### src/rtl/text_buffer_writer.sv
// Character screen buffer: decodes a byte stream into a COLS x ROWS glyph RAM and answers per-pixel lookups.
// Latency: an accepted byte is fully processed in its accept cycle; ascii_code is valid one cycle after x/y.
// Backpressure: char_ready is low (busy high) for the whole of every clear sweep: init, row clear, full clear.
module text_buffer_writer #(
    parameter int         X0    = 192,
    parameter int         Y0    = 208,
    parameter int         COLS  = 32,
    parameter int         ROWS  = 4,
    parameter logic [7:0] BLANK = 8'h20
) (
    input  logic                      clk,
    input  logic                      rst_n,
    input  logic [7:0]                char_in,
    input  logic                      char_valid,
    output logic                      char_ready,
    input  logic [9:0]                x,
    input  logic [9:0]                y,
    output logic [7:0]                ascii_code,
    output logic [$clog2(COLS)-1:0]   cursor_col,
    output logic [$clog2(ROWS)-1:0]   cursor_row,
    output logic                      busy
);

    localparam int CW    = $clog2(COLS);
    localparam int RW    = $clog2(ROWS);
    localparam int AW    = CW + RW;
    localparam int CELLS = COLS * ROWS;

    localparam logic [CW-1:0] COL_MAX  = CW'(COLS - 1);
    localparam logic [AW-1:0] ROW_LAST = AW'(COLS - 1);
    localparam logic [AW-1:0] ADDR_MAX = AW'(CELLS - 1);

    // Window edges widened to 11 bits so X0+8*COLS never overflows the compare.
    localparam logic [10:0] X_LO = 11'(X0);
    localparam logic [10:0] X_HI = 11'(X0 + 8 * COLS);
    localparam logic [10:0] Y_LO = 11'(Y0);
    localparam logic [10:0] Y_HI = 11'(Y0 + 16 * ROWS);

    typedef enum logic [1:0] {
        S_INIT,
        S_IDLE,
        S_CLR_ROW,
        S_CLR_ALL
    } state_t;

    state_t          state, state_nxt;
    logic [CW-1:0]   col, col_nxt;
    logic [RW-1:0]   row, row_nxt;
    logic [AW-1:0]   cnt, cnt_nxt;

    logic            we;
    logic [AW-1:0]   waddr;
    logic [7:0]      wdata;

    logic [7:0]      mem [CELLS];

    logic            in_win;
    logic [CW-1:0]   rcol;
    logic [RW-1:0]   rrow;
    logic            printable;

    assign char_ready = (state == S_IDLE);
    assign busy       = (state != S_IDLE);
    assign cursor_col = col;
    assign cursor_row = row;

    assign printable  = char_in[7] || ((char_in >= 8'h20) && (char_in <= 8'h7E));

    // Next-state, cursor update and single write-port request.
    always_comb begin
        state_nxt = state;
        col_nxt   = col;
        row_nxt   = row;
        cnt_nxt   = cnt;
        we        = 1'b0;
        waddr     = '0;
        wdata     = BLANK;

        case (state)
            S_INIT, S_CLR_ALL: begin
                we    = 1'b1;
                waddr = cnt;
                if (cnt == ADDR_MAX) begin
                    state_nxt = S_IDLE;
                    cnt_nxt   = '0;
                end else begin
                    cnt_nxt = cnt + AW'(1);
                end
            end

            S_CLR_ROW: begin
                we    = 1'b1;
                waddr = {row, cnt[CW-1:0]};
                if (cnt == ROW_LAST) begin
                    state_nxt = S_IDLE;
                    cnt_nxt   = '0;
                end else begin
                    cnt_nxt = cnt + AW'(1);
                end
            end

            default: begin
                if (char_valid) begin
                    if (printable) begin
                        we    = 1'b1;
                        waddr = {row, col};
                        wdata = char_in;
                        if (col != COL_MAX) begin
                            col_nxt = col + CW'(1);
                        end else begin
                            // Row wrap: the new row is blanked before more input is taken.
                            col_nxt   = '0;
                            row_nxt   = row + RW'(1);
                            cnt_nxt   = '0;
                            state_nxt = S_CLR_ROW;
                        end
                    end else if (char_in == 8'h0D || char_in == 8'h0A) begin
                        col_nxt   = '0;
                        row_nxt   = row + RW'(1);
                        cnt_nxt   = '0;
                        state_nxt = S_CLR_ROW;
                    end else if (char_in == 8'h08) begin
                        if (col != '0) begin
                            col_nxt = col - CW'(1);
                            we      = 1'b1;
                            waddr   = {row, col - CW'(1)};
                        end else if (row != '0) begin
                            row_nxt = row - RW'(1);
                            col_nxt = COL_MAX;
                            we      = 1'b1;
                            waddr   = {row - RW'(1), COL_MAX};
                        end
                    end else if (char_in == 8'h0C) begin
                        col_nxt   = '0;
                        row_nxt   = '0;
                        cnt_nxt   = '0;
                        state_nxt = S_CLR_ALL;
                    end
                    // Remaining control codes are consumed without effect.
                end
            end
        endcase
    end

    // State and cursor registers; reset restarts the init sweep.
    always_ff @(posedge clk) begin
        if (!rst_n) begin
            state <= S_INIT;
            col   <= '0;
            row   <= '0;
            cnt   <= '0;
        end else begin
            state <= state_nxt;
            col   <= col_nxt;
            row   <= row_nxt;
            cnt   <= cnt_nxt;
        end
    end

    // Cell RAM write port; suppressed while reset is asserted.
    always_ff @(posedge clk) begin
        if (rst_n && we) begin
            mem[waddr] <= wdata;
        end
    end

    // Beam-to-cell mapping; col/row are only meaningful inside the window.
    always_comb begin
        in_win = ({1'b0, x} >= X_LO) && ({1'b0, x} < X_HI) &&
                 ({1'b0, y} >= Y_LO) && ({1'b0, y} < Y_HI);
        rcol   = CW'((x - 10'(X0)) >> 3);
        rrow   = RW'((y - 10'(Y0)) >> 4);
    end

    // Registered glyph lookup; reads see the pre-write value on a same-cell collision.
    always_ff @(posedge clk) begin
        if (!rst_n) begin
            ascii_code <= 8'h00;
        end else if (in_win) begin
            ascii_code <= mem[{rrow, rcol}];
        end else begin
            ascii_code <= 8'h00;
        end
    end

endmodule

### config.mk
export PLATFORM = sky130hd
export DESIGN_NAME = text_buffer_writer
export DESIGN_NICKNAME = d
export VERILOG_FILES = /design/src/rtl/text_buffer_writer.sv
export SDC_FILE = /design/constraint.sdc
export NUM_CORES = 1
export LEC_CHECK = 0
export CORE_MARGIN = 1
export CORE_UTILIZATION = 32
export CTS_CLUSTER_DIAMETER = 30
export DETAILED_ROUTE_END_ITERATION = 8
export SYNTH_ARGS = -nofsm -noshare
export SYNTH_HDL_FRONTEND = slang
export SYNTH_SLANG_ARGS = --single-unit
### constraint.sdc
create_clock -name clk -period 23.5 [get_ports clk]
set_clock_uncertainty 0.1 [all_clocks]
set_input_delay 2.35 -clock clk [delete_from_list [all_inputs] [get_ports clk]]
set_output_delay 2.35 -clock clk [all_outputs]
set_load 0.01 [all_outputs]
# Yosys cells after proc, flatten, opt, wreduce, memory -nomap -nowiden
# Memory sizes are Yosys's and may differ from the RTL's. A register that Yosys moved wholly into a read port is not among the register bits.
# Index checks and enable logic that the tools add are counted.
# totals
register_bits,16
latch_bits,0
mem_bits_rw,1024
romBits,0
in_bits,31
output_inout_bits,17
wordCells,110
n_memories,1
# mem_list
memory,depth,width,read_ports,rd_ports_with_merged_regs,write_ports,line,rtl
mem,128,8,1,1,1,55,logic [7:0] mem [CELLS];
# op_classes
addsub,7
multipliers,0
n_div,0
n_lt_le_gt_ge,6
eq_ne,19
shift,0
n_mux,51
bitwise,1
n_reduce_logical,21
# op_table
operator,count
$mux W7,14
$mux W5,7
$eq A8 B4 Y1 const B,4
$mux W2,15
$pmux W7 S2,2
$mux W8,3
$ge A10 B8 Y1 const B,2
$lt A10 B9 Y1 const B,2
$reduce_and A6 Y1,2
$ne A5 B3 Y1 const B,2
$reduce_bool A5 Y1,2
$mux W1,9
$ge A8 B6 Y1 const B,1
$le A8 B7 Y1 const B,1
$reduce_and A4 Y1,2
$sub A8 B8 Y8 const B,1
$add A7 B1 Y7 const B,1
$eq A7 B5 Y1 const B,1
$eq A7 B7 Y1 const B,1
$ne A2 B2 Y1 const B,3
$sub A6 B5 Y6 const B,1
$add A5 B1 Y5 const B,1
$logic_and A1 B1 Y1,5
$ne A5 B5 Y1 const B,1
20 further kinds,22

# Logic depth before layout (Yosys ltp)
# Gate-level depths: netlist of the first run.
# depth
depth_word,11
ltp_mapped,12
depth_no_buf,8

# Worst setup path before layout of the first run
# Ideal clock, no wire load.
# synth_path
path_kind,input-to-reg
from,in char_in[4]
to,"mem mem[0][4], data pin"
setup_ps,1152
t_arrival_ps,7833
required_ps,22248
slack_ps,14414
path_stages,4
n_path_buf,1
cell_sequence,buf_2 -> and3_1 -> a31o_2 -> nor3_1
# synth_between
elab_chain_len,6
elab_cells_between_ends,7
classes_between,order compare: 2; mux: 3; reduce/logical: 2
# synth_rtl
item,line,rtl
"start, declared",13,"input logic [7:0] char_in,"
$ge A8 B6 Y1 or $le A8 B7 Y1 (tied branches),67,assign printable = char_in[7] || ((char_in >= 8'h20) && (char_in <= 8'h7E));
$logic_and A1 B1 Y1,67,
$logic_or A1 B1 Y1,67,
$mux W8 *,104,if (printable) begin
$mux W8 *,103,if (char_valid) begin
$mux W8 *,79,case (state)
net wdata[4],53,logic [7:0] wdata;
"end, declared",55,
# The timed path passes the listed nets; every way through them passes the cells marked *.

# Worst setup path in the final report of the first run
# layout_path
from,in x[4]
to,reg ascii_code[2] (read register of mem)
# layout_between
elab_chain_len,6
elab_cells_between_ends,8
classes_between,add/sub: 1; order compare: 2; reduce/logical: 5
# layout_rtl
item,line,rtl
"start, declared",16,"input logic [9:0] x,"
$ge A10 B8 Y1 or $lt A10 B9 Y1 (tied branches),169,"in_win = ({1'b0, x} >= X_LO) && ({1'b0, x} < X_HI) &&"
$logic_and A1 B1 Y1 (2 in a row),169,
$logic_and A1 B1 Y1,170,"({1'b0, y} >= Y_LO) && ({1'b0, y} < Y_HI);"
$reduce_and A2 Y1 (no source line),-,
$logic_not A1 Y1 (no source line),-,
"end, declared",18,"output logic [7:0] ascii_code,"
# Several ways; a longest one is shown, not always the timed one.
# A chain may end at the register's enable or synchronous reset.

==> metrics.txt, run 1 <==
post-CTS setup buffers=0; clk sink count=1048; CP endpoint kind=flip-flop; FF-to-FF setup slack=18.60 ns; predominant post-synthesis flop cell=edfxtp_1; Critical path buffers and inverters=4; synth unique cells=79; htree depth=4; Final TNS setup=0 ns; Final Cycle Share=29.1%; Hold Path Origin=state[1]$_SDFFE_PN0P_; Post-DRT Antenna Nets=0; status=finished, final reports clean; initial antenna violation count=2; root buffer cell=clkbuf_16; clock transition at the registers of the reported paths=0.05 ns; largest area contributor in the netlist=edfxtp_1; Layout Nets=2669; worst relative slew slack=16.8%; DRC=0; Final Critical Period=6.84 ns; Cells after DPL=4180; Max Clock Freq=0.146 GHz; deepest clock path buffer count=3; ranking of synthesized cells by area=edfxtp_1 (72%), mux2i_1 (7.1%), mux4_2 (6.6%), a22oi_1 (2.1%), dfxtp_1 (1.1%); commonest cells in the synthesized netlist=edfxtp_1 (1024), mux2i_1 (303), mux4_2 (125); crit path DAT=7.32 ns; DRT Wirelength=111000 um; Final Non-Filler Cells=4558; worst min path class=flip-flop to flip-flop; DP Wirelength=66400 um; full die area=135000 um^2; CP max-delay cell=nor4_1; via count=23700; Critical Path RT=23.98 ns; Avg Inst Size Synth=17.4 um^2; CP Class=input port to flip-flop; largest net degree at the start of global routing=115; number of port buffers=44; Top Family by Delay on Critical Path=buffers and inverters; total CTS buffers=199; Net Count, Synth=2505; Synth-to-Final Area Change=22.6%; Chip Height=368 um; grt total ovfl=0; Slew Limit Fails=0; initial drt markers=2488; die width=368 um; Post-Syn Instances=2462; EDFF count, synth=1024; DR pass1 iterations=5; Placed Area=45400 um^2; final core utilization=39.7%; core area=132000 um^2; RR Endpoint=mem[92][3]$_DFFE_PP_; Worst Path Max Fanout=73; FP Rows=133; Resized cells post-CTS=0; final hold vios=0; Yosys reg bits=1048; Worst Hold Path Cells=2; Async SR Flop Fraction=0%; RSZ-0062 raised after global routing=false; Via-to-Cell Ratio=5.20; routability congestion estimate=0.827; Routed WL per cell=24.4 um; ratio of cells with drive above 1 in the final layout=22.2%; startpoint class of the critical path=input port; PwrDens=97.7 nW/um^2; worst skew pair latency=0.79 ns; Worst IR Drop VDD=62.3 uV; via count of the first global-routing pass=23900; leakage=0.0172 uW; crit path cell chain=buf_8 -> buf_4 -> buf_4 -> buf_4 -> mux2i_1 -> o22ai_1 -> a21oi_1 -> o22ai_1 -> nor4_1 -> a31oi_1; Cell Area, Synth=42800 um^2; pre-CTS WS=15.99 ns; Seq/Total Area, Yosys=72.9%; most common cell in the netlist=edfxtp_1; io pins=48; Crit path largest cell delay=0.80 ns; R2R depth=8; Worst Tran Pin Value=1.24 ns; Finished Cell Area=52500 um^2; post-synth top area share=71.8%; endpoints failing setup=0; Final Worst Setup Slack=16.66 ns; hold_buf cts=0; total global-route track usage=16.4%; Synth Warn #=0; first-pass GRT wire length=163000 um; Initial Util=32.4%; CTS tree=yes; WHS Endpoint=state[1]$_SDFFE_PN0P_; reg-to-reg startpoint=cursor_col[0]$_SDFFE_PN0P_; Max-Cap Viols=0; Worst path most repeated cell=buf_4
[area by class of cell]
cell class	count	area [um^2]
sequential	1048	31200
inverter	16	60.1
fill	11900	79600
clock buffer	222	5090
clock inverter	154	2040
tap	1755	2200
multi-input combinational	1251	10900
timing repair buffer	110	960
antenna	2	5.00
[worst max-delay path by stage]
stage / end / slack (ns) / start / cells past startpoint
6_report: ascii_code[2]$_SDFF_PN0_ / 16.66 / x[4] / 10
5_1_grt: ascii_code[7]$_SDFF_PN0_ / 16.51 / x[4] / 10
2_1_floorplan: mem[0][4]$_DFFE_PP_ / 14.41 / char_in[4] / 4
4_1_cts: ascii_code[6]$_SDFF_PN0_ / 16.80 / x[4] / 9
3_5_place_dp: ascii_code[6]$_SDFF_PN0_ / 15.99 / x[4] / 9
3_3_place_gp: ascii_code[6]$_SDFF_PN0_ / 15.97 / x[4] / 9
[stage by stage]
step / total power, uW / hold slack (ns)
floorplan: 2150 / 0.355
global placement: 2210 / 0.366
detailed placement: 2210 / 0.381
CTS: 5160 / 0.387
global route: 5260 / 0.415
finish: 5130 / 0.385
[cell families after synthesis]
group           share of synthesized area [%]
mux                                      14.0
fa+ha+maj                               0.351
flops                                    72.9
buf+inv                                  1.68
simple gates                             5.85
compound gates                           5.15
xor+xnor                               0.0409
[where the power goes]
group	internal, uW	switching, uW
clock	1970	978
combinational	50.9	101
sequential	2030	0.937
total	4050	1080
[routing by layer]
| layer | up-vias | share of wire, % | GRT usage (%) |
|---|---|---|---|
| met1 | 12300 | 44 | 22.8 |
| met2 | 913 | 46 | 25.2 |
| li1 | 10300 | - | - |
| met5 | - | 0.018 | 0 |
| met4 | 2 | 2.8 | 5.94 |
| met3 | 183 | 7.3 | 3.36 |
[registers in the layout, summed over array words and instances (netlist names)]
register and count:
ascii_code 8, cursor_row 2, mem 1024, state 2
cursor_col 5, cnt 7
[worst min-delay path: cells and delay by family (launching register included)]
| family | cells | cell delay (ns) |
|---|---|---|
| mux | 1 | 0.06 |
| flops | 1 | 0.32 |
| simple gates | 1 | 0.06 |
[placed cells by master, fill, tap and decap left out, types with 14 or more instances in the layout]
cell                n
clkinv_1           29
clkinv_4           17
buf_4              64
clkbuf_1           22
nor2_2             48
a22oi_1           121
mux2i_1           303
mux4_2            125
nor2b_1            14
clkbuf_16         200
o21ai_0            20
dfxtp_1            24
clkdlybuf4s50_1    40
o22ai_1            37
a21oi_1            45
nand2_1            93
clkinv_2           33
edfxtp_1         1024
clkinvlp_4         19
nor3_1             44
nand3_1            96
bufinv_16          37
inv_1              14
nor2_1             92
(Power assumes the default switching activity.)
==> run 2, diff against run 1 <==
Clock period 23.5 ns to 7.2 ns, I/O delays scaled along.
==> run 2 against run 1 <==
- register-to-register slack lost 16 ns
- sequential share of layout area down 0.42 points
- final cell count rose by 0.68%
- count of clock-buffer cells in the layout grew 13
- via count increased by 0.22%
- global-route usage fell by 0.25 points
- wire length decreased by 1.7%
- setup slack worse by 14 ns
- sequential cell count stayed put
- critical path depth decreased by 1
- sequential power grew to 3.3 times the previous value
- first-iteration DRC count down 8.4%
==> metrics.txt, run 2 (synthesis results as in run 1) <==
status=finished, final reports clean; Max-Cap Viols=0; antenna cell count=0; core area=132000 um^2; Chip Height=368 um; Worst IR Drop VDD=217 uV; CP endpoint kind=flip-flop; Cells after DPL=4185; met1 Usage GRT=21.7%; routability congestion estimate=0.857; DRT Wirelength=109000 um; GR peak layer=met2; total CTS buffers=211; deepest clock path buffer count=3; largest net degree at the start of global routing=96; reg-to-reg startpoint=state[1]$_SDFFE_PN0P_; met2 GRT Util=25.2%; worst relative slew slack=10.1%; DP Wirelength=66800 um; root buffer cell=clkbuf_16; clock transition at the registers of the reported paths=0.04 ns; Sw Share=21.7%; RR Endpoint=mem[88][2]$_DFFE_PP_; via count of the first global-routing pass=24200; htree depth=4; RSZ-0062 raised after global routing=false; commonest non-fill, non-tap cells in the layout=edfxtp_1 (1024), mux2i_1 (303), clkbuf_16 (212); leakage=0.0173 uW; full die area=135000 um^2; clk sink count=1048; FF-to-FF setup slack=2.30 ns; PwrDens=321 nW/um^2; overall power=17000 uW; CP Class=flip-flop to flip-flop; FP Rows=133; first-pass GRT wire length=162000 um; Resized cells post-CTS=0; Slew Limit Fails=0; CTS tree=yes; Most flops, register=mem; sequential share of power=39.0%; Initial Util=32.4%; via count=23800; ratio of cells with drive above 1 in the final layout=23.1%; total global-route track usage=16.1%; grt total ovfl=0; Layout Nets=2686; die width=368 um; worst skew pair latency=0.78 ns; final hold vios=0; commonest non-fill, non-tap cell in the layout=edfxtp_1; io pins=48; Worst Hold Path Cells=2; worst min path class=flip-flop to flip-flop; endpoints failing setup=0; DR pass1 iterations=5; Synth-to-Final Area Change=23.5%; crit path DAT=5.19 ns; post-CTS setup buffers=0; Final TNS setup=0 ns; Hold Path Origin=state[0]$_SDFFE_PN0P_; startpoint class of the critical path=flip-flop; hold_buf cts=0; P_sw=3690 uW; Final Cycle Share=68.1%; Max Clock Freq=0.204 GHz; Post-DRT Antenna Nets=0; Worst Tran Pin Value=1.34 ns; Routed WL per cell=23.8 um; P_int=13300 uW; Worst Path Max Fanout=11; initial drt markers=2280; met3 usage=3.79%; Fill cells=11800; initial antenna violation count=3; R2R depth=9; Via-to-Cell Ratio=5.18; Final Non-Filler Cells=4589; Critical Path RT=7.49 ns; Final Critical Period=4.90 ns; share of power burned in the clock network=58.2%; max reg flops=1024; DRC=0; largest registers=mem (1024), ascii_code (8), cnt (7); WHS Endpoint=state[0]$_SDFFE_PN0P_; combinational share of power=2.9%; number of port buffers=44
[run 2: worst max path at each step]
stage / slack (ns) / to / depth (start not counted) / start
finish: 2.30 / mem[88][2]$_DFFE_PP_ / 9 / state[1]$_SDFFE_PN0P_
global route: 2.11 / mem[84][1]$_DFFE_PP_ / 9 / state[1]$_SDFFE_PN0P_
CTS: 2.38 / mem[88][2]$_DFFE_PP_ / 9 / state[1]$_SDFFE_PN0P_
detailed placement: 1.66 / mem[75][7]$_DFFE_PP_ / 8 / char_in[6]
global placement: 1.70 / mem[75][7]$_DFFE_PP_ / 8 / char_in[6]
floorplan: 1.38 / mem[0][6]$_DFFE_PP_ / 6 / state[1]$_SDFFE_PN0P_
[run 2: critical path, cell delays in order (launching register included)]
cell and delay (ns):
dfxtp_1 0.32, inv_1 0.06, ha_1 0.40, nand2_1 0.28, a311oi_2 0.89, a221oi_1 0.23
buf_4 0.23, a2111oi_2 0.28, nand3_1 0.62, nor3_1 1.11
[run 2: per-layer routing]
layer	up-vias	wire (um)	part of all wire, %
li1	10400	-	-
met1	12300	46600	43
met2	892	51100	47
met3	204	8270	7.6
met4	0	3430	3.1
met5	-	0	0
[run 2: power by group through the flow]
stage	clock network (uW)	registers, uW	logic (uW)
3_5_place_dp	0	6730	485
6_report	9880	6620	487
5_1_grt	10300	6610	515
3_3_place_gp	0	6730	485
2_1_floorplan	0	6730	306
4_1_cts	9980	6620	488
[run 2: metrics by stage]
stage	hold slack (ns)	cell area, um^2	setup slack, ns	util [%]
finish	0.386	52900	2.30	40.0
global placement	0.368	45500	1.70	34.4
floorplan	0.355	42800	1.38	-
detailed placement	0.383	45500	1.66	34.4
CTS	0.389	52900	2.38	40.0
global route	0.410	52900	2.11	40.0
[run 2: final cells by class]
| class | count | area, um^2 | share of cell area [%] |
|---|---|---|---|
| sequential | 1048 | 31200 | 59.1 |
| multi-input combinational | 1251 | 10900 | 20.7 |
| clock buffer | 235 | 5390 | 10.2 |
| tap | 1755 | 2200 | 4.15 |
| clock inverter | 169 | 2030 | 3.84 |
| timing repair buffer | 115 | 1030 | 1.96 |
| inverter | 16 | 60.1 | 0.114 |
